$ cat config.mk
export PLATFORM = sky130hd
export DESIGN_NAME = hdb3_tx_ctrl
export DESIGN_NICKNAME = d
export VERILOG_FILES = /design/src/rtl/hdb3_tx_ctrl.sv
export SDC_FILE = /design/constraint.sdc
export NUM_CORES = 1
export LEC_CHECK = 0
export ABC_CLOCK_PERIOD_IN_PS = 1900
export CORE_ASPECT_RATIO = 0.7
export CORE_MARGIN = 4
export CORE_UTILIZATION = 47
export DETAILED_ROUTE_END_ITERATION = 10
export PLACE_DENSITY = 0.84
export SLEW_MARGIN = 20
export SYNTH_ARGS = -nofsm -noshare
export SYNTH_HDL_FRONTEND = slang
export SYNTH_SLANG_ARGS = --single-unit
$ cat constraint.sdc
create_clock -name clk -period 1.9 [get_ports clk]
set_clock_uncertainty 0.15 [all_clocks]
set_input_delay 0.19 -clock clk [delete_from_list [all_inputs] [get_ports clk]]
set_output_delay 0.19 -clock clk [all_outputs]
set_load 0.02 [all_outputs]
$ cat src/rtl/hdb3_tx_ctrl.sv
// Transmit scheduler for the HDB3 encoder: serialises stream words MSB-first,
// fills idle/underrun slots, flushes the encoder on stop, and aligns framing markers.
module hdb3_tx_ctrl #(
    parameter int unsigned DATA_W   = 8,
    parameter int unsigned ENC_LAT  = 4,
    parameter logic        IDLE_BIT = 1'b1,
    parameter int unsigned CNT_W    = 16
) (
    input  logic              clk,
    input  logic              rst,
    input  logic              tx_enable,
    input  logic [DATA_W-1:0] s_data,
    input  logic              s_valid,
    input  logic              s_last,
    output logic              s_ready,
    output logic              enc_data_in,
    output logic              enc_en,
    output logic              line_valid,
    output logic              line_sof,
    output logic              busy,
    output logic              underrun,
    output logic [CNT_W-1:0]  underrun_cnt
);

    localparam int unsigned BW = (DATA_W  > 1) ? $clog2(DATA_W)  : 1;
    localparam int unsigned FW = (ENC_LAT > 1) ? $clog2(ENC_LAT) : 1;

    typedef enum logic [2:0] {
        S_OFF,
        S_ARM,
        S_IDLE,
        S_SEND,
        S_FLUSH
    } state_t;

    state_t              state_q, state_d;
    logic [BW-1:0]       bit_cnt_q, bit_cnt_d;
    logic [FW-1:0]       flush_cnt_q, flush_cnt_d;
    logic [DATA_W-1:0]   shift_q, shift_d;
    logic                frame_open_q, frame_open_d;
    logic                enc_data_q, enc_data_d;
    logic                enc_en_q, enc_en_d;
    logic                sof_q, sof_d;
    logic [CNT_W-1:0]    ucnt_q, ucnt_d;
    logic [ENC_LAT-1:0]  lv_q;
    logic [ENC_LAT-1:0]  ls_q;
    logic                rdy;
    logic                urun;
    logic                load;
    logic                slot_end;

    assign slot_end = (bit_cnt_q == BW'(DATA_W - 1));

    always_comb begin
        state_d      = state_q;
        bit_cnt_d    = bit_cnt_q;
        flush_cnt_d  = flush_cnt_q;
        shift_d      = shift_q;
        frame_open_d = frame_open_q;
        sof_d        = 1'b0;
        rdy          = 1'b0;
        urun         = 1'b0;
        load         = 1'b0;

        case (state_q)
            S_OFF: begin
                if (tx_enable) state_d = S_ARM;
            end
            S_ARM: begin
                rdy       = 1'b1;
                bit_cnt_d = '0;
                if (s_valid) begin
                    load    = 1'b1;
                    state_d = S_SEND;
                end else begin
                    state_d = S_IDLE;
                end
            end
            S_IDLE, S_SEND: begin
                if (slot_end) begin
                    bit_cnt_d = '0;
                    rdy       = tx_enable | frame_open_q;
                    // A pending handshake outranks both underrun fill and stop.
                    if (s_valid && rdy) begin
                        load    = 1'b1;
                        state_d = S_SEND;
                    end else if (frame_open_q) begin
                        urun    = 1'b1;
                        state_d = S_IDLE;
                    end else if (!tx_enable) begin
                        flush_cnt_d = '0;
                        state_d     = S_FLUSH;
                    end else begin
                        state_d = S_IDLE;
                    end
                end else begin
                    bit_cnt_d = bit_cnt_q + BW'(1);
                    if (state_q == S_SEND) shift_d = shift_q << 1;
                end
            end
            S_FLUSH: begin
                if (flush_cnt_q == FW'(ENC_LAT - 1)) state_d = S_OFF;
                else flush_cnt_d = flush_cnt_q + FW'(1);
            end
            default: state_d = S_OFF;
        endcase

        if (load) begin
            shift_d      = s_data;
            frame_open_d = ~s_last;
            sof_d        = ~frame_open_q;
        end

        enc_en_d = (state_d == S_IDLE) || (state_d == S_SEND) || (state_d == S_FLUSH);
        if (state_d == S_SEND)      enc_data_d = shift_d[DATA_W-1];
        else if (state_d == S_IDLE) enc_data_d = IDLE_BIT;
        else                        enc_data_d = 1'b0;

        ucnt_d = (urun && (ucnt_q != '1)) ? ucnt_q + CNT_W'(1) : ucnt_q;
    end

    always_ff @(posedge clk or posedge rst) begin
        if (rst) begin
            state_q      <= S_OFF;
            bit_cnt_q    <= '0;
            flush_cnt_q  <= '0;
            shift_q      <= '0;
            frame_open_q <= 1'b0;
            enc_data_q   <= 1'b0;
            enc_en_q     <= 1'b0;
            sof_q        <= 1'b0;
            ucnt_q       <= '0;
            lv_q         <= '0;
            ls_q         <= '0;
        end else begin
            state_q      <= state_d;
            bit_cnt_q    <= bit_cnt_d;
            flush_cnt_q  <= flush_cnt_d;
            shift_q      <= shift_d;
            frame_open_q <= frame_open_d;
            enc_data_q   <= enc_data_d;
            enc_en_q     <= enc_en_d;
            sof_q        <= sof_d;
            ucnt_q       <= ucnt_d;
            lv_q[0]      <= enc_en_q;
            ls_q[0]      <= sof_q;
            for (int unsigned i = 1; i < ENC_LAT; i++) begin
                lv_q[i] <= lv_q[i-1];
                ls_q[i] <= ls_q[i-1];
            end
        end
    end

    assign s_ready      = rdy;
    assign underrun     = urun;
    assign enc_data_in  = enc_data_q;
    assign enc_en       = enc_en_q;
    assign line_valid   = lv_q[ENC_LAT-1];
    assign line_sof     = ls_q[ENC_LAT-1];
    assign busy         = (state_q != S_OFF);
    assign underrun_cnt = ucnt_q;

endmodule

**Word level (Yosys, flattened, before mapping)**

Index checks and enable logic that the tools add are counted.

- Input bits: 13
- Logic and storage cells: 80
- Output and inout port bits: 23
- Register bits: 44

- Mux-type cells: 33
- $add $sub $neg: 3
- Bitwise logic cells: 3
- Eq/ne operators: 16
- Reduce and logical (&&, ||, !) cells: 13

Operator list:

| kind | count |
|---|---|
| two-way mux 8 bit | 4 |
| two-way mux 3 bit | 7 |
| adder 16 x 1 -> 16 bit (second input constant) | 1 |
| inequality test 16 bit (second input constant) | 1 |
| equality test 3 x 2 -> 1 bit (second input constant) | 4 |
| two-way mux 1 bit | 12 |
| inequality test 2 bit (second input constant) | 6 |
| one-hot mux 3 bit (4 select lines) | 1 |
| two-way mux 2 bit | 5 |
| equality test 3 bit (second input constant) | 3 |
| nonzero test 2 bit | 4 |
| one-hot mux 3 bit (2 select lines) | 1 |
| AND reduction 6 bit | 1 |
| one-hot mux 1 bit (2 select lines) | 2 |
| one-hot mux 2 bit (2 select lines) | 1 |
| adder 3 x 1 -> 3 bit (second input constant) | 1 |
| equality test 3 x 1 -> 1 bit (second input constant) | 1 |
| zero test 3 bit | 1 |
| AND reduction 3 bit | 1 |
| nonzero test 3 bit | 1 |
| adder 2 x 1 -> 2 bit (second input constant) | 1 |
| equality test 2 bit (second input constant) | 1 |
| logical AND 1 bit | 2 |
| logical OR 1 bit | 2 |
| 3 further kinds | 4 |

**Longest topological paths before layout**

- Depth after elaboration: 8
- Depth in mapped cells: 7
- Mapped depth without buffers: 6

**Worst setup path after synthesis**

OpenSTA, ideal clock, no wires.

- Path kind: reg2reg
- Start: reg bit_cnt_q[0]
- End: reg enc_data_q, in the netlist enc_data_in
- Period minus slack after synthesis: 2.048 ns
- Cell stages (with the launch flop): 8
- Buffers on the path: 1
- Data arrival time: 1.776 ns
- Path slack: -0.148 ns
- Data required time: 1.627 ns
- Setup time: 0.123 ns
- Path through: dfrtp_1 -> ha_1 -> ha_1 -> nor4bb_1 -> buf_2 -> mux2i_1 -> nand2_1 -> o221a_2

- Word-level cells in the longest chain between the ends: 6
- Elaborated cells on any way between the ends: 12
- Classes of those cells: 3 x eq/ne; 9 x mux

Ends and longest elaborated chain:

| element | RTL line | source |
|---|---|---|
| start, declared | 37 | `logic [BW-1:0] bit_cnt_q, bit_cnt_d;` |
| start signal, assigned | 137 | `bit_cnt_q <= bit_cnt_d;` |
| equality test 3 bit * | 52 | `assign slot_end = (bit_cnt_q == BW'(DATA_W - 1));` |
| two-way mux 3 bit | 80 | `if (slot_end) begin` |
| one-hot mux 3 bit (4 select lines) | 65 | `case (state_q)` |
| equality test 3 x 2 -> 1 bit | 116 | `else if (state_d == S_IDLE) enc_data_d = IDLE_BIT;` |
| two-way mux 1 bit | 116 |  |
| two-way mux 1 bit * | 115 | `if (state_d == S_SEND) enc_data_d = shift_d[DATA_W-1];` |
| via enc_data_d | 41 | `logic enc_data_q, enc_data_d;` |
| end signal, assigned | 141 | `enc_data_q <= enc_data_d;` |
| end, declared | 41 |  |

The timed path passes the listed nets; every way through them passes the cells marked *. The select of a mux whose other input is x is not followed.
A chain may end at the register's enable or synchronous reset.

**Worst setup path after layout**

- Start: reg bit_cnt_q[1]
- End: out s_ready

- Word-level cells in the longest chain between the ends: 3

Ends and longest elaborated chain:

| element | RTL line | source |
|---|---|---|
| equality test 3 bit | 52 |  |
| two-way mux 1 bit | 80 |  |
| one-hot mux 1 bit (2 select lines) | 65 |  |
| end, declared | 15 | `output logic s_ready,` |

No other way between the ends.

==> impl_metrics.env <==
export IMPL_status="finished, violations left"
export IMPL_violations="setup timing"
export IMPL_ant_nets=0
export IMPL_setup_viol=12
export IMPL_cp_required_ns=1.56
export IMPL_seqPwrFrac_pct=42.4
export IMPL_syn_num_nets=193
export IMPL_mostFrequentLayoutCells="dfrtp_1, clkdlybuf4s50_1, buf_4"
export IMPL_synth_top_area_share_pct=54.32
export IMPL_drc_errors=0
export IMPL_worstSetupPathType="reg -> out"
export IMPL_row_count=19
export IMPL_start_util_pct=50.15
export IMPL_max_slew_margin_pct=77.24
export IMPL_die_y_um=62.95
export IMPL_worst_path_buf_inv=2
export IMPL_first_pass_iters=5
export IMPL_finalHoldViolations=0
export IMPL_worstSkewPairLatency_ns=0.30
export IMPL_stdcell_area_mm2=0.002915
export IMPL_antenna_found_initial=0
export IMPL_htreeDepth=2
export IMPL_layout_commonest_cell="dfrtp_1"
export IMPL_p_int_mw=2.117
export IMPL_cts_max_path_buffers=2
export IMPL_critPathMaxStageDelay_ns=0.39
export IMPL_crit_family="adder cells"
export IMPL_die_w_um=86.49
export IMPL_grt_busiest_layer="met1"
export IMPL_period_minus_slack_ns=2.020
export IMPL_syn_mean_instance_area_um2=11.52
export IMPL_placedCellCount=286
export IMPL_io_pins=36
export IMPL_avgRoutedWirePerCell_um=15.41
export IMPL_area_delta_synth_final_pct=43.83
export IMPL_crit_path_top_delay_cell="dfrtp_1"
export IMPL_ys_seq_area_share_pct=54.32
export IMPL_pwr_share_comb_pct=38.0
export IMPL_port_buffer_count=35
export IMPL_grt_pass1_wl_um=7362
export IMPL_grt_met2_usage_pct=24.62
export IMPL_cp_end_kind="output port"
export IMPL_swShare_pct=31.49
export IMPL_gp_congestion=0.8583
export IMPL_core_mm2=0.004041
export IMPL_grt_util_all_layers_pct=17.12
export IMPL_wl_um=4653
export IMPL_critPathMaxFanout=5
export IMPL_ys_top_cells_by_area="dfrtp_1, a22o_1, mux2_2"
export IMPL_timing_fmax_ghz=0.4950
export IMPL_dpl_hpwl_um=3131
export IMPL_rsz0062_at_grt="yes"
export IMPL_fin_tns_setup_ns=-0.4045
export IMPL_powerDensity_mw_per_mm2=1060
export IMPL_diodes=0
export IMPL_worst_pin_slew_ns=0.3413
export IMPL_drv_cap=0
export IMPL_first_global_vias=1581
export IMPL_slew_violations=0
export IMPL_synth_top_area_cell="dfrtp_1"
export IMPL_vias=1664
export IMPL_p_switching_uw=973.0
export IMPL_die_area_mm2=0.005444
export IMPL_ir_drop_mv=0.7942
export IMPL_crit_arrival_ns=1.68
export IMPL_drt_iter0_drc=93
export IMPL_vias_per_cell=5.510
export IMPL_fin_crit_sh_pct=106.3
export IMPL_grt_ovfl_total=0
export IMPL_syn_area_mm2=0.002027
export IMPL_finalPower_mw=3.090
export IMPL_grt_max_degree=45
export IMPL_cts_inserted_buffers=5
export IMPL_cts_tree="built"
export IMPL_hold_class="in -> async"
export IMPL_placed_area_mm2=0.002659
export IMPL_fin_nets=266
export IMPL_ys_seq_elements=44
export IMPL_root_buffer="clkbuf_8"
export IMPL_drive_above_1_share_pct=30.80
export IMPL_clock_sinks=44
export IMPL_final_cell_count_no_fill=302
export IMPL_startpoint_type="flop"
export IMPL_use_met3_pct=4.348
export IMPL_leakage_nw=1.392
export IMPL_power_frac_clock_pct=19.6
export IMPL_setup_ws_ns=-0.1203
export IMPL_yosys_warnings=0
export IMPL_synthCells=176
export IMPL_clkTransAtPathRegs_ns=0.08
export IMPL_grt_use_met1_pct=24.98
export IMPL_synth_cell_type_count=43
export IMPL_post_place_ws_ns=-0.1158
export IMPL_crit_chain="ha_2, ha_4, buf_4, o211a_4, o21ba_4, buf_6"
==> through the flow <==
stage | util [%] | hold slack [ns]
2_1_floorplan | - | 0.1517
3_3_place_gp | 65.79 | 0.1820
3_5_place_dp | 65.79 | 0.1847
4_1_cts | 68.11 | 0.1148
5_1_grt | 72.14 | 0.1330
6_report | 72.14 | 0.1034
==> area by class of cell <==
type	count	area, um^2
Inverter	4	17.52
Tap cell	52	65.06
Sequential cell	44	1101
Fill cell	286	1126
Timing Repair Buffer	71	649.4
Multi-Input combinational cell	123	989.7
Clock inverter	2	10.01
Clock buffer	6	82.58
==> synth_stat cells, drive strengths merged <==
library cell	count
a211oi	1
a21o	6
a21oi	7
a22o	11
a31oi	2
and2	2
and3	2
and4	3
and4b	1
and4bb	1
buf	2
clkbuf	3
dfrtp	44
ha	4
inv	4
mux2	7
mux2i	2
nand2	13
nand2b	4
nand3	9
nand4	5
nor2	11
nor2b	4
nor3	3
nor4	3
nor4bb	1
o2111ai	1
o211a	1
o21a	2
o21ai	5
o21ba	2
o221a	1
o22a	1
o41ai	1
or2	1
or4	1
xnor2	1
xor2	4
==> power by group through the flow <==
stage / Combinational, mW / Sequential, mW / Clock [mW]
6_report: 1.17 / 1.31 / 0.607
5_1_grt: 1.29 / 1.33 / 0.655
4_1_cts: 1.03 / 1.30 / 0.615
3_5_place_dp: 1.02 / 1.31 / 0
3_3_place_gp: 0.987 / 1.30 / 0
2_1_floorplan: 0.573 / 1.33 / 0
==> worst register-to-register path, delay by kind of cell (launching register included) <==
family	cells	cell delay (ns)
AOI/OAI and AO/OA	2	0.31
adders and majority gates	2	0.40
buffers and inverters	3	0.35
DFF	1	0.39
and+or+nand+nor	1	0.25
==> path summary, 6_finish.rpt <==
check / from / end / slack [ns] / cells past startpoint
setup / recovery: bit_cnt_q[1] / s_ready / -0.12 / 6
hold / removal: rst / underrun_cnt[0] / 0.10 / 3
setup reg to reg: bit_cnt_q[1] / enc_data_in / -0.06 / 8
hold reg to reg: lv_q[2] / lv_q[3] / 0.20 / 0
max in group asynchronous: rst / enc_data_in / 1.29 / 3
min in group clk: lv_q[2] / lv_q[3] / 0.20 / 0
==> state kept, by name (all words and copies together), names as in the netlist <==
register	count
flush_cnt_q	2
enc_en	1
enc_data_in	1
sof_q	1
state_q	3
shift_q	8
bit_cnt_q	3
lv_q	4
underrun_cnt	16
frame_open_q	1
ls_q	4
==> repair_timing <==
| action | in CTS | in global routing |
|---|---|---|
| pin swaps | 1 | 2 |
| endpoints found under the hold margin | 0 | 0 |
| hold buffers | 0 | 0 |
| buffers inserted | 1 | 8 |
| endpoints found under the setup margin | 8 | 17 |
| resized for setup | 12 | 26 |
==> cell families after synthesis <==
family	count (synthesis)	share of synthesized area, %
simple gates	64	19.07
flops	44	54.32
fa+ha+maj	4	2.469
buf+inv	9	1.790
mux	9	4.877
xor+xnor	5	2.160
compound gates	41	15.31
==> per-layer routing <==
metal  part of all wire, %  wire (um)
met5                     0          0
met2                    48       2221
met3                   6.0        279
met4                   1.2         57
met1                    45       2095
No activity file was read; power rests on OpenSTA's default activity.
